===== src/rtl/life_matrix_scan_pkg.sv =====
// Shared types and helpers for the life-generation LED matrix scanner.
package life_pkg;

  localparam int GRID_N    = 8;
  localparam int GRID_BITS = 64;
  localparam int POP_W     = 7;

  typedef enum logic [1:0] {IDLE, SCAN, BLANK} scan_state_t;

  function automatic logic [GRID_N-1:0] row_slice(input logic [GRID_BITS-1:0] grid,
                                                  input logic [2:0]           row);
    return grid[{row, 3'b000} +: GRID_N];
  endfunction

endpackage


===== src/rtl/life_matrix_scan_popcount64.sv =====
// Combinational live-cell counter: per-row counts summed into a 7-bit total.
module popcount64
  import life_pkg::*;
(
  input  logic [GRID_BITS-1:0] data_i,
  output logic [POP_W-1:0]     count_o
);

  logic [3:0] rowCount [GRID_N];

  always_comb begin
    count_o = '0;
    for (int b = 0; b < GRID_N; b++) begin
      rowCount[b] = '0;
      for (int i = 0; i < GRID_N; i++) begin
        rowCount[b] = rowCount[b] + 4'(data_i[b*GRID_N+i]);
      end
      count_o = count_o + POP_W'(rowCount[b]);
    end
  end

endmodule


===== src/rtl/life_matrix_scan.sv =====
// Double-buffered 8x8 row scanner with frame-aligned generation swaps and population report.
// Define LIFE_MATRIX_SCAN_ACTIVE_LOW_EN to drive row_sel/col_data inverted for common-anode matrices.
module life_matrix_scan
  import life_pkg::*;
#(
  parameter int DWELL_CYCLES = 1000,
  parameter int BLANK_CYCLES = 16
) (
  input  logic                 clk,
  input  logic                 reset,
  input  logic [GRID_BITS-1:0] grid_in,
  input  logic                 grid_valid,
  output logic                 grid_ready,
  output logic [GRID_N-1:0]    row_sel,
  output logic [GRID_N-1:0]    col_data,
  output logic                 frame_done,
  output logic [POP_W-1:0]     population
);

  localparam int MAX_CYC = (DWELL_CYCLES > BLANK_CYCLES) ? DWELL_CYCLES : BLANK_CYCLES;
  localparam int CNT_W   = (MAX_CYC > 1) ? $clog2(MAX_CYC) : 1;
  localparam logic [CNT_W-1:0] DWELL_LAST = CNT_W'(DWELL_CYCLES - 1);
  localparam logic [CNT_W-1:0] BLANK_LAST = CNT_W'((BLANK_CYCLES > 0) ? BLANK_CYCLES - 1 : 0);

`ifdef LIFE_MATRIX_SCAN_ACTIVE_LOW_EN
  localparam logic [GRID_N-1:0] DRIVE_XOR = 8'hFF;
`else
  localparam logic [GRID_N-1:0] DRIVE_XOR = 8'h00;
`endif

  scan_state_t          state_q;
  logic [2:0]           row_q;
  logic [CNT_W-1:0]     cnt_q;
  logic [GRID_BITS-1:0] display_q, pending_q, pending_d;
  logic                 pendingFull_q, pendingFull_d;
  logic [GRID_N-1:0]    rowSel_q, colData_q;
  logic                 frameDone_q;
  logic [POP_W-1:0]     population_q, popCount;

  logic                 rowDone, blankDone, advance, frameEnd, startSwap, swap;
  logic [2:0]           nextRow;
  logic [GRID_BITS-1:0] nextGrid;

  always_comb begin
    rowDone   = (state_q == SCAN) && (cnt_q == DWELL_LAST);
    blankDone = (state_q == BLANK) && (cnt_q == BLANK_LAST);
    advance   = blankDone || (rowDone && (BLANK_CYCLES == 0));
    frameEnd  = advance && (row_q == 3'd7);
    startSwap = (state_q == IDLE) && pendingFull_q;
    swap      = startSwap || (frameEnd && pendingFull_q);
    nextRow   = row_q + 3'd1;
    nextGrid  = (frameEnd && pendingFull_q) ? pending_q : display_q;
  end

  // Pending slot only refills while empty, so an accept never lands on a swap edge.
  always_comb begin
    pending_d     = pending_q;
    pendingFull_d = pendingFull_q;
    if (swap) begin
      pendingFull_d = 1'b0;
    end else if (grid_valid && !pendingFull_q) begin
      pending_d     = grid_in;
      pendingFull_d = 1'b1;
    end
  end

  always_ff @(posedge clk or negedge reset) begin
    if (!reset) begin
      pending_q     <= '0;
      pendingFull_q <= 1'b0;
    end else begin
      pending_q     <= pending_d;
      pendingFull_q <= pendingFull_d;
    end
  end

  always_ff @(posedge clk or negedge reset) begin
    if (!reset) begin
      state_q     <= IDLE;
      row_q       <= '0;
      cnt_q       <= '0;
      display_q   <= '0;
      rowSel_q    <= DRIVE_XOR;
      colData_q   <= DRIVE_XOR;
      frameDone_q <= 1'b0;
    end else begin
      frameDone_q <= 1'b0;
      if (advance) begin
        cnt_q     <= '0;
        row_q     <= nextRow;
        state_q   <= SCAN;
        rowSel_q  <= (8'd1 << nextRow) ^ DRIVE_XOR;
        colData_q <= row_slice(nextGrid, nextRow) ^ DRIVE_XOR;
        if (frameEnd) begin
          frameDone_q <= 1'b1;
          if (pendingFull_q) display_q <= pending_q;
        end
      end else begin
        case (state_q)
          IDLE: begin
            if (startSwap) begin
              display_q <= pending_q;
              row_q     <= '0;
              cnt_q     <= '0;
              state_q   <= SCAN;
              rowSel_q  <= 8'd1 ^ DRIVE_XOR;
              colData_q <= row_slice(pending_q, 3'd0) ^ DRIVE_XOR;
            end
          end
          SCAN: begin
            if (rowDone) begin
              cnt_q     <= '0;
              state_q   <= BLANK;
              rowSel_q  <= DRIVE_XOR;
              colData_q <= DRIVE_XOR;
            end else begin
              cnt_q <= cnt_q + CNT_W'(1);
            end
          end
          BLANK:   cnt_q <= cnt_q + CNT_W'(1);
          default: state_q <= IDLE;
        endcase
      end
    end
  end

  popcount64 uPopcount (
    .data_i  (display_q),
    .count_o (popCount)
  );

  // Tracks display one cycle late, so it settles the cycle after each swap.
  always_ff @(posedge clk or negedge reset) begin
    if (!reset) population_q <= '0;
    else        population_q <= popCount;
  end

  assign grid_ready = ~pendingFull_q;
  assign row_sel    = rowSel_q;
  assign col_data   = colData_q;
  assign frame_done = frameDone_q;
  assign population = population_q;

endmodule


===== config.mk =====
export PLATFORM = sky130hd
export DESIGN_NAME = life_matrix_scan
export DESIGN_NICKNAME = d
export VERILOG_FILES = /design/src/rtl/life_matrix_scan_pkg.sv /design/src/rtl/life_matrix_scan_popcount64.sv /design/src/rtl/life_matrix_scan.sv
export SDC_FILE = /design/constraint.sdc
export NUM_CORES = 1
export LEC_CHECK = 0
export ABC_AREA = 1
export BUFFER_PORTS_ARGS = -buffer_cell sky130_fd_sc_hd__buf_2
export CAP_MARGIN = 20
export CORE_MARGIN = 3
export CORE_UTILIZATION = 40
export CTS_BUF_LIST = sky130_fd_sc_hd__clkbuf_8
export CTS_CLUSTER_DIAMETER = 200
export DETAILED_ROUTE_END_ITERATION = 8
export GPL_ROUTABILITY_DRIVEN = 0
export SLEW_MARGIN = 20
export SYNTH_ARGS = -nofsm -noshare
export SYNTH_HDL_FRONTEND = slang
export SYNTH_HIERARCHICAL = 1
export SYNTH_SLANG_ARGS = --single-unit

===== constraint.sdc =====
create_clock -name clk -period 6.94 [get_ports clk]
set_input_delay 0.694 -clock clk [delete_from_list [all_inputs] [get_ports clk]]
set_output_delay 0.694 -clock clk [all_outputs]
set_load 0.01 [all_outputs]

### Word-level counts from Yosys, hierarchy flattened

Cells that the tools add are included.
W data, S select, Z words.

| storage, ports and cells | value |
|---|---|
| output and inout port bits | 25 |
| word-level logic and storage cells | 137 |
| bits of input ports | 67 |
| bits in registers | 168 |

| operators by class | value |
|---|---|
| reduce and logical (&&, ||, !) cells | 20 |
| bitwise operators | 2 |
| add/sub/neg operators | 65 |
| equal/unequal tests | 10 |
| shifts and indexed selects | 2 |
| multiplexer cells | 28 |

Operator list:

| cell | count |
|---|---|
| $mux W64 | 6 |
| $add A4 B1 Y4 | 48 |
| $shiftx A64 B7 Y8 | 1 |
| $add A7 B4 Y7 | 6 |
| $mux W8 | 5 |
| $pmux W8 S2 | 2 |
| $mux W10 | 3 |
| $pmux W10 S3 | 1 |
| $add A1 B1 Y2 | 8 |
| $add A10 B1 Y10 const B | 1 |
| $eq A10 B10 Y1 const B | 1 |
| $eq A10 B4 Y1 const B | 1 |
| $mux W3 | 3 |
| $shl A1 B3 Y8 const A | 1 |
| $logic_and A1 B1 Y1 | 6 |
| $mux W2 | 3 |
| $ne A3 B3 Y1 const B | 2 |
| $pmux W2 S3 | 1 |
| $reduce_and A2 Y1 | 3 |
| $reduce_and A3 Y1 | 2 |
| $reduce_bool A2 Y1 | 3 |
| $add A4 B4 Y5 | 1 |
| $mux W1 | 4 |
| $ne A2 B2 Y1 const B | 2 |
| 12 further kinds | 13 |

### Logic depth before layout (Yosys ltp)

Gate-level depths: netlist (run 1).

| depth | value |
|---|---|
| depth in word-level cells | 14 |
| depth in mapped cells | 27 |
| depth with buffers taken out | 27 |

### Hierarchy

The synthesis (run 1) kept the hierarchy.

Modules (own cells, without submodules):

| module | cells each | instances | area each (um^2) |
|---|---|---|---|
| life_matrix_scan | 1054 | 1 | 8262.9 |
| popcount64 | 205 | 1 | 1943.1 |

### Worst setup path after synthesis (run 1)

No wires, ideal clock.

| timing path | value |
|---|---|
| path kind | register to register |
| start point | register display_q[58] |
| end point | register population_q[6] (netlist: population[6]) |
| arrival time | 6.552 ns |
| setup slack | 0.271 ns |
| cell stages (with the launch flop) | 23 |
| path through | dfrtp_1 fa_1 fa_1 fa_1 fa_1 fa_1 ha_1 inv_1 fa_1 inv_1 fa_1 inv_1 fa_1 fa_1 fa_1 inv_1 fa_1 nand2_1 nand2_1 nand3_2 nand2_1 nand2_1 nand2_1 |

| between the ends | value |
|---|---|
| word-level cells in the longest chain between the ends | 7 |

Ends and longest elaborated chain:

| element | line | RTL |
|---|---|---|
| from (decl) | life_matrix_scan.sv:34 | `logic [GRID_BITS-1:0] display_q, pending_q, pending_d;` |
| from (signal assigned) | life_matrix_scan.sv:96 | `if (pendingFull_q) display_q <= pending_q;` |
| from (signal assigned) | life_matrix_scan.sv:102 | `display_q <= pending_q;` |
| $add A4 B1 Y4 (6 in a row) | life_matrix_scan_popcount64.sv:16 | `rowCount[b] = rowCount[b] + 4'(data_i[b*GRID_N+i]);` |
| $add A7 B4 Y7 | life_matrix_scan_popcount64.sv:18 | `count_o = count_o + POP_W'(rowCount[b]);` |
| net popCount[6] | life_matrix_scan.sv:38 | `logic [POP_W-1:0] population_q, popCount;` |
| to (signal assigned) | life_matrix_scan.sv:135 | `else population_q <= popCount;` |
| to (decl) | life_matrix_scan.sv:38 |  |

The timed path passes the listed nets, and every way through them passes these cells.
A chain may end at the register's enable or synchronous reset.

### Worst setup path in the final report (run 1)

| timing path | value |
|---|---|
| start point | register display_q[61] |
| end point | register population_q[6] (netlist: population[6]) |

| between the ends | value |
|---|---|
| word-level cells in the longest chain between the ends | 4 |

Ends and longest elaborated chain:

| element | line |
|---|---|
| $add A4 B1 Y4 (3 in a row) | life_matrix_scan_popcount64.sv:16 |
| $add A7 B4 Y7 | life_matrix_scan_popcount64.sv:18 |
| net popCount[6] | life_matrix_scan.sv:38 |

The timed path passes the listed nets, and every way through them passes these cells.

==> results of run 1 <==
==> per-layer routing <==
metal / up-vias / share of wire / GRT usage
met2: 228 / 0.47 / 0.322
met5: - / 0 / 0
met1: 4033 / 0.46 / 0.283
met4: 0 / 0.012 / 0.0405
li1: 4067 / - / -
met3: 20 / 0.056 / 0.0443
==> flip-flops by register name, summed over array words and instances (netlist names), 2 cells and up <==
name,flops
display_q,64
pending_q,64
cnt_q,10
col_data,8
row_sel,8
population,7
row_q,3
state_q,2
==> cells by family (layout without fill, tap and decap cells) <==
kind of cell / count (synthesis) / after routing / share of synthesized area
buf+inv: 304 / 375 / 0.116
simple gates: 507 / 507 / 0.220
fa+ha+maj: 95 / 95 / 0.155
xor+xnor: 8 / 8 / 0.00687
compound gates: 177 / 177 / 0.0908
flops: 168 / 168 / 0.412
==> synth_stat cells (8+ instances only) <==
cell      instances  share of area
o21ai_0         145          0.071
nor2_1           26         0.0096
clkbuf_1         37          0.014
a21oi_1          18         0.0088
nand4_1          55          0.034
buf_2            17         0.0083
fa_1             52           0.10
nand3_1          92          0.045
dfrtp_1         168           0.41
nand2_1         311           0.11
inv_1           232          0.085
or2_2             8         0.0049
ha_1             43          0.053
==> per-stage QoR <==
stage,util,hold slack [ns],std cells,cell area (um^2)
2_1_floorplan,-,0.398,1259,10200
3_3_place_gp,0.441,0.458,1619,10900
3_5_place_dp,0.441,0.467,1619,10900
4_1_cts,0.457,0.301,1651,11300
5_1_grt,0.458,0.342,1654,11300
6_report,0.458,0.268,1654,11300
==> repair_timing <==
| item | CTS | global route |
|---|---|---|
| buffers inserted | 0 | 3 |
| resized for setup | 1 | 4 |
| cloned | 0 | 0 |
| endpoints found under the setup margin | 1 | 4 |
| endpoints found under the hold margin | 0 | 0 |
| pin swaps | 1 | 13 |
==> layout make-up <==
type	instances	area [um^2]	area share
clock buffer	18	248	0.0219
clock inverter	14	156	0.0138
inverter	240	901	0.0796
multi-input combinational	787	4840	0.428
sequential	168	4210	0.372
tap	324	405	0.0358
timing repair buffer	103	559	0.0494
==> worst max-delay path by stage <==
| stage | from | endpoint | slack (ns) | cells past startpoint |
|---|---|---|---|---|
| after global routing | display_q[61]$_DFFE_PN0P_ | population[6]$_DFF_PN0_ | 0.03 | 22 |
| after global placement | display_q[58]$_DFFE_PN0P_ | population[6]$_DFF_PN0_ | 0.08 | 22 |
| after floorplan | display_q[58]$_DFFE_PN0P_ | population[6]$_DFF_PN0_ | 0.27 | 22 |
| after CTS | display_q[26]$_DFFE_PN0P_ | population[6]$_DFF_PN0_ | 0.02 | 24 |
| final | display_q[61]$_DFFE_PN0P_ | population[6]$_DFF_PN0_ | 0.28 | 22 |
| after detailed placement | display_q[58]$_DFFE_PN0P_ | population[6]$_DFF_PN0_ | -0.03 | 22 |
==> critical path, stage by stage, from the launching register on <==
cell and delay, ns:
dfrtp_1 0.41, fa_1 0.55, fa_1 0.44, fa_2 0.40, fa_1 0.57, fa_1 0.44, ha_1 0.29, inv_1 0.05
fa_1 0.53, inv_1 0.06, fa_1 0.52, inv_1 0.05, fa_1 0.50, fa_1 0.44, fa_1 0.53, inv_2 0.05
fa_2 0.35, nand2_1 0.07, nand2_1 0.08, nand3_2 0.07, nand2_1 0.05, nand2_1 0.06, nand2_1 0.05
==> summary.md, run 1 <==
| Metric | Value |
|---|---|
| Outcome | completed |
| Avg Cell Area, Syn | 8.11 um^2 |
| Pin count of the biggest net entering global routing | 129 |
| Fin crit period | 6.66 ns |
| Final worst-path cycle share | 0.960 |
| Core Rows | 57 |
| Leading cell types in the layout, fill and taps excluded | nand2_1 (311), inv_1 (230), dfrtp_1 (167), o21ai_0 (145), nand3_1 (92) |
| Worst-path fanout max | 2 |
| Final-layout fill cell count | 2,558 |
| Most used DFF post-synth | dfrtp_1 |
| Clock sinks | 168 |
| Final-report hold violation count | 0 |
| Startpoint Class | register |
| Final worst slack | 0.280 ns |
| Yosys warnings | 6 |
| Layout cell share with drive strength beyond 1 | 0.124 |
| Wire length per cell | 16.3 um |
| HP Class | input port to asynchronous set/reset pin |
| Grt total ovfl | 0 |
| Final setup violation count | 0 |
| Post-synth EDFFs | 0 |
| Netlist cell types | 33 |
| Die Ht | 166 um |
| Final WL | 27.0 mm |
| Worst R2R Setup Slack | 0.28 ns |
| Clk buf depth | 2 |
| # diodes | 0 |
| Unrepaired setup endpoints after global routing | false |
| CTS Root Cell | clkbuf_8 |
| Area delta synth->final | 10.9% |
| Die width | 166 um |
| Final nets | 1,479 |
| Post-DRT Antenna Nets | 0 |
| Via-to-Cell Ratio | 5.05 |
| Hold Buf Count CTS | 0 |
| # DRC | 0 |
| Setup TNS | 0 ns |
| H-tree levels | 4 |
| Crit Reg-Reg Endpoint | population[6]$_DFF_PN0_ |
| Reg2Reg Depth | 22 |
| Placement Setup Slack | -0.0340 ns |
| Async set or reset register ratio after synthesis | 1.00 |
| Yosys reg bits | 168 |
| Clock transition at path regs | 0.10 ns |
| Core Area | 24,700 um^2 |
| IO buf count | 91 |
| Initial antenna violation count | 0 |
| CTS tree | built |
| Drt pass-1 iters | 5 |
| Final Skew | 0.0183 ns |
| Max_cap viols | 0 |
| Req. time, crit path | 7.30 ns |
| Worst skew pair latency | 0.47 ns |
| Num CTS Buffers | 17 |
| Crit path DAT | 7.02 ns |
| Slew Viols, Final | 0 |
| First-pass GRT wire length | 44.5 mm |
| IO Pins | 92 |
| Vias in the first global route | 8,342 |
| Slew @ Worst Pin | 0.972 ns |
| Starting density of the core | 0.414 |
| DR iter-0 viols | 627 |
| HPWL reported at the end of detailed placement | 19.0 mm |
| Post-Syn Instances | 1,259 |
| Sequential share of the synthesized area | 0.412 |
| Syn_nets | 1,421 |
| Vias | 8,348 |
| Setup CP Type | register to register |
| Fmax | 150 MHz |
| Most common cell after layout, fill and taps aside | nand2_1 |
| Gr usage total | 0.201 |
| Netlist Area Pre-Place | 10,200 um^2 |
| Critical Path End Type | register |
| Die area | 27,500 um^2 |
| Relative slew slack | 0.346 |
| Reg2Reg Launch Point | display_q[61]$_DFFE_PN0P_ |
Power of run 1 is left out: the tool's default activity adds up to more than one toggle a clock period on the data nets, which glitch-free logic cannot reach.
==> inputs of run 2 (changes only) <==
Settings changed: PLACE_DENSITY_LB_ADDON from default to 0.2.
==> run 2 against run 1 <==
Sequential share of layout area grew 0.12 points. Fmax down 0.49%. Register-to-register slack worse by 0.03 ns. Global-route usage decreased by 0.069 points. Via count fell by 1.3%. Critical path depth unchanged. Non-clock buffer count shrank 1. Final area is 0.33% lower. Clock skew is 0.0041 ns higher. Die area is the same. Final cell count decreased by 0.12%. Routed wire length rose by 0.64%. Critical path type unchanged.
==> summary.md, run 2 (synthesis gave the netlist of run 1 again) <==
| Metric | Value |
|---|---|
| Outcome | completed |
| First-pass GRT wire length | 44.1 mm (-0.81%) |
| Seq. cell area | 4210 um^2 (unchanged) |
| CTS tree | built |
| Req. time, crit path | 7.29 ns (about the same) |
| Layout cell share with drive strength beyond 1 | 0.122 (-0.00207) |
| Vias | 8,240 (-1.3%) |
| Unrepaired setup endpoints after global routing | false |
| Starting density of the core | 0.414 (unchanged) |
| Final-report hold violation count | 0 (unchanged) |
| Biggest regs | display_q x64, pending_q x64, cnt_q x10 |
| Area delta synth->final | 10.5% |
| Fmax | 149 MHz (-0.49%) |
| # DRC | 0 (unchanged) |
| Relative slew slack | 0.368 (+0.0220) |
| Fin crit period | 6.69 ns (+0.0327 ns) |
| Core Rows | 57 (unchanged) |
| Clk buf depth | 2 (unchanged) |
| Hold Buf Count CTS | 0 (unchanged) |
| Post-DRT Antenna Nets | 0 (unchanged) |
| Num CTS Buffers | 17 (unchanged) |
| Max_cap viols | 0 (unchanged) |
| Wire length per cell | 16.4 um (+0.76%) |
| Gr usage total | 0.200 (-0.000693) |
| Leading cell types in the layout, fill and taps excluded | nand2_1 (311), inv_1 (231), dfrtp_1 (167), o21ai_0 (145), nand3_1 (92) |
| Die area | 27,500 um^2 (unchanged) |
| Slew @ Worst Pin | 0.948 ns (-0.0241 ns) |
| Multi-input gate area | 4840 um^2 (unchanged) |
| Final nets | 1,478 (-0.068%) |
| IO Pins | 92 (unchanged) |
| CTS Root Cell | clkbuf_8 |
| Final Skew | 0.0223 ns (+0.00407 ns) |
| Clock sinks | 168 (unchanged) |
| Startpoint Class | register |
| Grt total ovfl | 0 (unchanged) |
| DR iter-0 viols | 646 (+3.0%) |
| Setup CP Type | register to register |
| Final-layout fill cell count | 2,498 (-2.3%) |
| Setup TNS | 0 ns (unchanged) |
| Die width | 166 um (unchanged) |
| Core Area | 24,700 um^2 (unchanged) |
| Slew Viols, Final | 0 (unchanged) |
| Most common cell after layout, fill and taps aside | nand2_1 |
| # diodes | 0 (unchanged) |
| Worst-path fanout max | 2 (unchanged) |
| Via-to-Cell Ratio | 4.99 (-1.2%) |
| H-tree levels | 4 (unchanged) |
| Die Ht | 166 um (unchanged) |
| Final hold slack | 0.314 ns (+0.0462 ns) |
| Crit path DAT | 7.05 ns (+0.03 ns) |
| Final worst-path cycle share | 0.964 (+0.00471) |
| HPWL reported at the end of detailed placement | 18.9 mm (-0.40%) |
| Initial antenna violation count | 0 (unchanged) |
| IO buf count | 91 (unchanged) |
| Worst skew pair latency | 0.47 ns (about the same) |
| Critical Path End Type | register |
| Drt pass-1 iters | 5 (unchanged) |
| Pin count of the biggest net entering global routing | 102 (-21%) |
| Final WL | 27.2 mm (+0.64%) |
| Vias in the first global route | 8,103 (-2.9%) |
| Clock transition at path regs | 0.11 ns (about the same) |
| Final setup violation count | 0 (unchanged) |
| HP Class | input port to asynchronous set/reset pin |
-- run 2: changes by cell type in the layout (fill, tap and decap cells not counted) --
cell	change
inv_2	-2
buf_6	-2
clkinv_8	-1
inv_1	+1
clkinv_2	+3
buf_4	+1
inv_6	-3
clkbuf_8	+1
clkinv_4	+2
inv_8	-2
-- run 2: layer usage --
| layer | routed length [um] | track usage | vias to the layer above | share of wire |
|---|---|---|---|---|
| met4 | 389 | 0.0488 | 0 | 0.014 |
| met5 | 0 | 0 | - | 0 |
| met1 | 12800 | 0.293 | 3953 | 0.47 |
| met2 | 12500 | 0.310 | 210 | 0.46 |
| met3 | 1430 | 0.0364 | 19 | 0.053 |
| li1 | - | - | 4058 | - |
-- run 2: what timing repair did --
action / 4_1_cts / 5_1_grt
gates resized for setup: 0 / 4
setup buffers: 0 / 1
endpoints found under the setup margin: 0 / 4
-- run 2: worst max-delay path: stages, from the launching register on --
cell,delay [ns]
dfrtp_1,0.42
fa_1,0.57
fa_1,0.44
fa_2,0.37
fa_1,0.48
fa_1,0.49
ha_1,0.29
inv_1,0.05
fa_1,0.52
inv_1,0.05
fa_1,0.53
inv_1,0.05
fa_1,0.47
fa_1,0.51
fa_1,0.54
inv_1,0.07
fa_2,0.37
nand2_1,0.07
nand2_1,0.08
nand3_2,0.07
nand2_1,0.05
nand2_1,0.05
nand2_1,0.04
-- run 2: final cells by class --
cell class	instances	area share
multi-input combinational	787	0.429
sequential	168	0.373
inverter	240	0.0800
timing repair buffer	102	0.0483
tap	324	0.0360
clock buffer	19	0.0232
clock inverter	12	0.0105
-- run 2: final timing paths --
| kind | endpoint | depth (start not counted) | start | slack (ns) |
|---|---|---|---|---|
| max | population[6]$_DFF_PN0_ | 22 | display_q[58]$_DFFE_PN0P_ | 0.25 |
| min | frame_done$_DFF_PN0_ | 1 | reset | 0.31 |
| max reg2reg | population[6]$_DFF_PN0_ | 22 | display_q[58]$_DFFE_PN0P_ | 0.25 |
| min reg2reg | cnt_q[8]$_DFFE_PN0P_ | 1 | cnt_q[8]$_DFFE_PN0P_ | 0.49 |
| max in group asynchronous | pendingFull_q$_DFFE_PN0P_ | 2 | reset | 5.17 |
| min in group clk | pending_q[39]$_DFFE_PN0P_ | 3 | grid_in[39] | 0.43 |
-- run 2: metrics by stage --
stage          setup WS, ns  cells   util  cell area (um^2)
2_1_floorplan         0.271   1259      -             10200
3_3_place_gp         0.0850   1620  0.441             10900
3_5_place_dp         0.0449   1620  0.441             10900
4_1_cts              0.0115   1651  0.456             11300
5_1_grt              0.0166   1652  0.457             11300
6_report              0.247   1652  0.457             11300
Power of run 2 is left out for the same reason.
==> inputs of run 3 (changes only) <==
Settings changed: PLACE_DENSITY from default to 0.62, PLACE_DENSITY_LB_ADDON 0.2 to default.
==> run 3 against run 2 <==
Register-to-register slack barely moved. Highest routed layer unchanged. Via count rose by 0.52%. Routed wire length fell by 1.9%. Utilization rose by 0.18 points. Setup slack got worse by 0.0037 ns. Non-clock buffer count fell by 2. Final cell count barely moved.
==> summary.md, run 3 (synthesis gave the netlist of run 1 again) <==
| Metric | Value |
|---|---|
| Outcome | completed |
| Layout cell share with drive strength beyond 1 | 0.121 (-0.000662) |
| # diodes | 0 (unchanged) |
| Biggest regs | display_q x64, pending_q x64, cnt_q x10 |
| Vias | 8,283 (+0.52%) |
| Worst skew pair latency | 0.48 ns (about the same) |
| Core Area | 24,700 um^2 (unchanged) |
| Clock transition at path regs | 0.10 ns (about the same) |
| Grt total ovfl | 0 (unchanged) |
| Clock sinks | 168 (unchanged) |
| Startpoint Class | register |
| Pin count of the biggest net entering global routing | 105 (+2.9%) |
| IO Pins | 92 (unchanged) |
| CTS tree | built |
| IO buf count | 91 (unchanged) |
| Hold Buf Count CTS | 0 (unchanged) |
| Starting density of the core | 0.414 (unchanged) |
| Die Ht | 166 um (unchanged) |
| Slew Viols, Final | 0 (unchanged) |
| Req. time, crit path | 7.32 ns (+0.03 ns) |
| Crit path DAT | 7.07 ns (+0.02 ns) |
| Critical Path End Type | register |
| Unrepaired setup endpoints after global routing | false |
| Final-report hold violation count | 0 (unchanged) |
| HPWL reported at the end of detailed placement | 18.7 mm (-1.3%) |
| First-pass GRT wire length | 44.2 mm (+0.11%) |
| Final WL | 26.7 mm (-1.9%) |
| HP Class | input port to asynchronous set/reset pin |
| Final-layout fill cell count | 2,501 (+0.12%) |
| Vias in the first global route | 8,423 (+3.9%) |
| Setup CP Type | register to register |
| Fin crit period | 6.70 ns (+0.00367 ns) |
| DR iter-0 viols | 506 (-22%) |
| Worst-path fanout max | 2 (unchanged) |
| Die area | 27,500 um^2 (unchanged) |
| Leading cell types in the layout, fill and taps excluded | nand2_1 (311), inv_1 (231), dfrtp_1 (167), o21ai_0 (145), nand3_1 (92) |
| Initial antenna violation count | 0 (unchanged) |
| Fmax | 149 MHz (about the same) |
| CTS Root Cell | clkbuf_8 |
| Slew @ Worst Pin | 1.13 ns (+0.183 ns) |
| Final setup violation count | 0 (unchanged) |
| Setup TNS | 0 ns (unchanged) |
| Via-to-Cell Ratio | 5.02 (+0.58%) |
| Max_cap viols | 0 (unchanged) |
| Final nets | 1,476 (-0.14%) |
| Final Skew | 0.0254 ns (+0.00312 ns) |
| Area delta synth->final | 10.9% |
| Die width | 166 um (unchanged) |
| Gr usage total | 0.198 (-0.00201) |
| Clk buf depth | 2 (unchanged) |
| # DRC | 0 (unchanged) |
| Core Rows | 57 (unchanged) |
| Post-DRT Antenna Nets | 0 (unchanged) |
| Relative slew slack | 0.247 (-0.122) |
| Most common cell after layout, fill and taps aside | nand2_1 |
| Wire length per cell | 16.2 um (-1.8%) |
| H-tree levels | 4 (unchanged) |
| Num CTS Buffers | 17 (unchanged) |
| Final worst-path cycle share | 0.965 (about the same) |
| Drt pass-1 iters | 6 (+1) |
-- run 3: cell types whose count changed in the layout (fill, tap and decap cells not counted) --
cell | previous run | this run
clkinv_8 | 0 | 1
clkbuf_8 | 19 | 17
bufinv_16 | 1 | 3
inv_6 | 2 | 3
buf_4 | 11 | 9
inv_8 | 1 | 4
clkinv_2 | 3 | 2
clkinv_4 | 4 | 1
-- run 3: cell type report --
type                            instances  area, um^2  share of cell area
Clock buffer                           17         234              0.0207
Multi-Input combinational cell        787        4840               0.427
Inverter                              240         902              0.0797
Clock inverter                         15         206              0.0182
Sequential cell                       168        4210               0.371
Timing Repair Buffer                  100         529              0.0468
Tap cell                              324         405              0.0358
-- run 3: path summary, 6_finish.rpt --
kind / start / endpoint / slack, ns / cells after the start
min in group clk: grid_in[54] / pending_q[54]$_DFFE_PN0P_ / 0.42 / 3
setup / recovery: display_q[61]$_DFFE_PN0P_ / population[6]$_DFF_PN0_ / 0.24 / 22
hold reg to reg: pending_q[62]$_DFFE_PN0P_ / display_q[62]$_DFFE_PN0P_ / 0.49 / 2
setup reg to reg: display_q[61]$_DFFE_PN0P_ / population[6]$_DFF_PN0_ / 0.24 / 22
hold / removal: reset / population[4]$_DFF_PN0_ / 0.32 / 1
max in group asynchronous: reset / pendingFull_q$_DFFE_PN0P_ / 5.10 / 2
-- run 3: what timing repair did --
| action | in CTS | in global routing |
|---|---|---|
| gates resized for setup | 0 | 4 |
| endpoints found under the setup margin | 0 | 5 |
| setup buffers | 0 | 1 |
-- run 3: critical path, stage by stage (launching register included) --
cell and delay [ns]:
dfrtp_1 0.42, fa_1 0.57, fa_1 0.45, fa_2 0.40, fa_1 0.58, fa_1 0.42, ha_1 0.28, inv_1 0.05
fa_1 0.52, inv_1 0.06, fa_1 0.53, inv_1 0.05, fa_1 0.45, fa_1 0.49, fa_1 0.54, inv_1 0.06
fa_2 0.36, nand2_1 0.07, nand2_1 0.08, nand3_2 0.07, nand2_1 0.05, nand2_1 0.05, nand2_1 0.04
-- run 3: routing by layer --
layer / vias up / track usage / wire length [um]
met5: - / 0 / 0
met3: 36 / 0.0431 / 1410
met4: 0 / 0.0665 / 651
li1: 4056 / - / -
met1: 3981 / 0.278 / 12300
met2: 210 / 0.307 / 12300
-- run 3: stage by stage --
step / cell area, um^2 / hold slack [ns] / std cells / setup slack, ns / util
floorplan: 10200 / 0.398 / 1259 / 0.271 / -
global placement: 10900 / 0.458 / 1618 / 0.0735 / 0.440
finish: 11300 / 0.320 / 1651 / 0.243 / 0.459
global route: 11300 / 0.387 / 1651 / 0.00676 / 0.459
detailed placement: 10900 / 0.466 / 1618 / 0.0438 / 0.440
CTS: 11300 / 0.346 / 1650 / 0.0367 / 0.458
Power of run 3 is left out for the same reason.
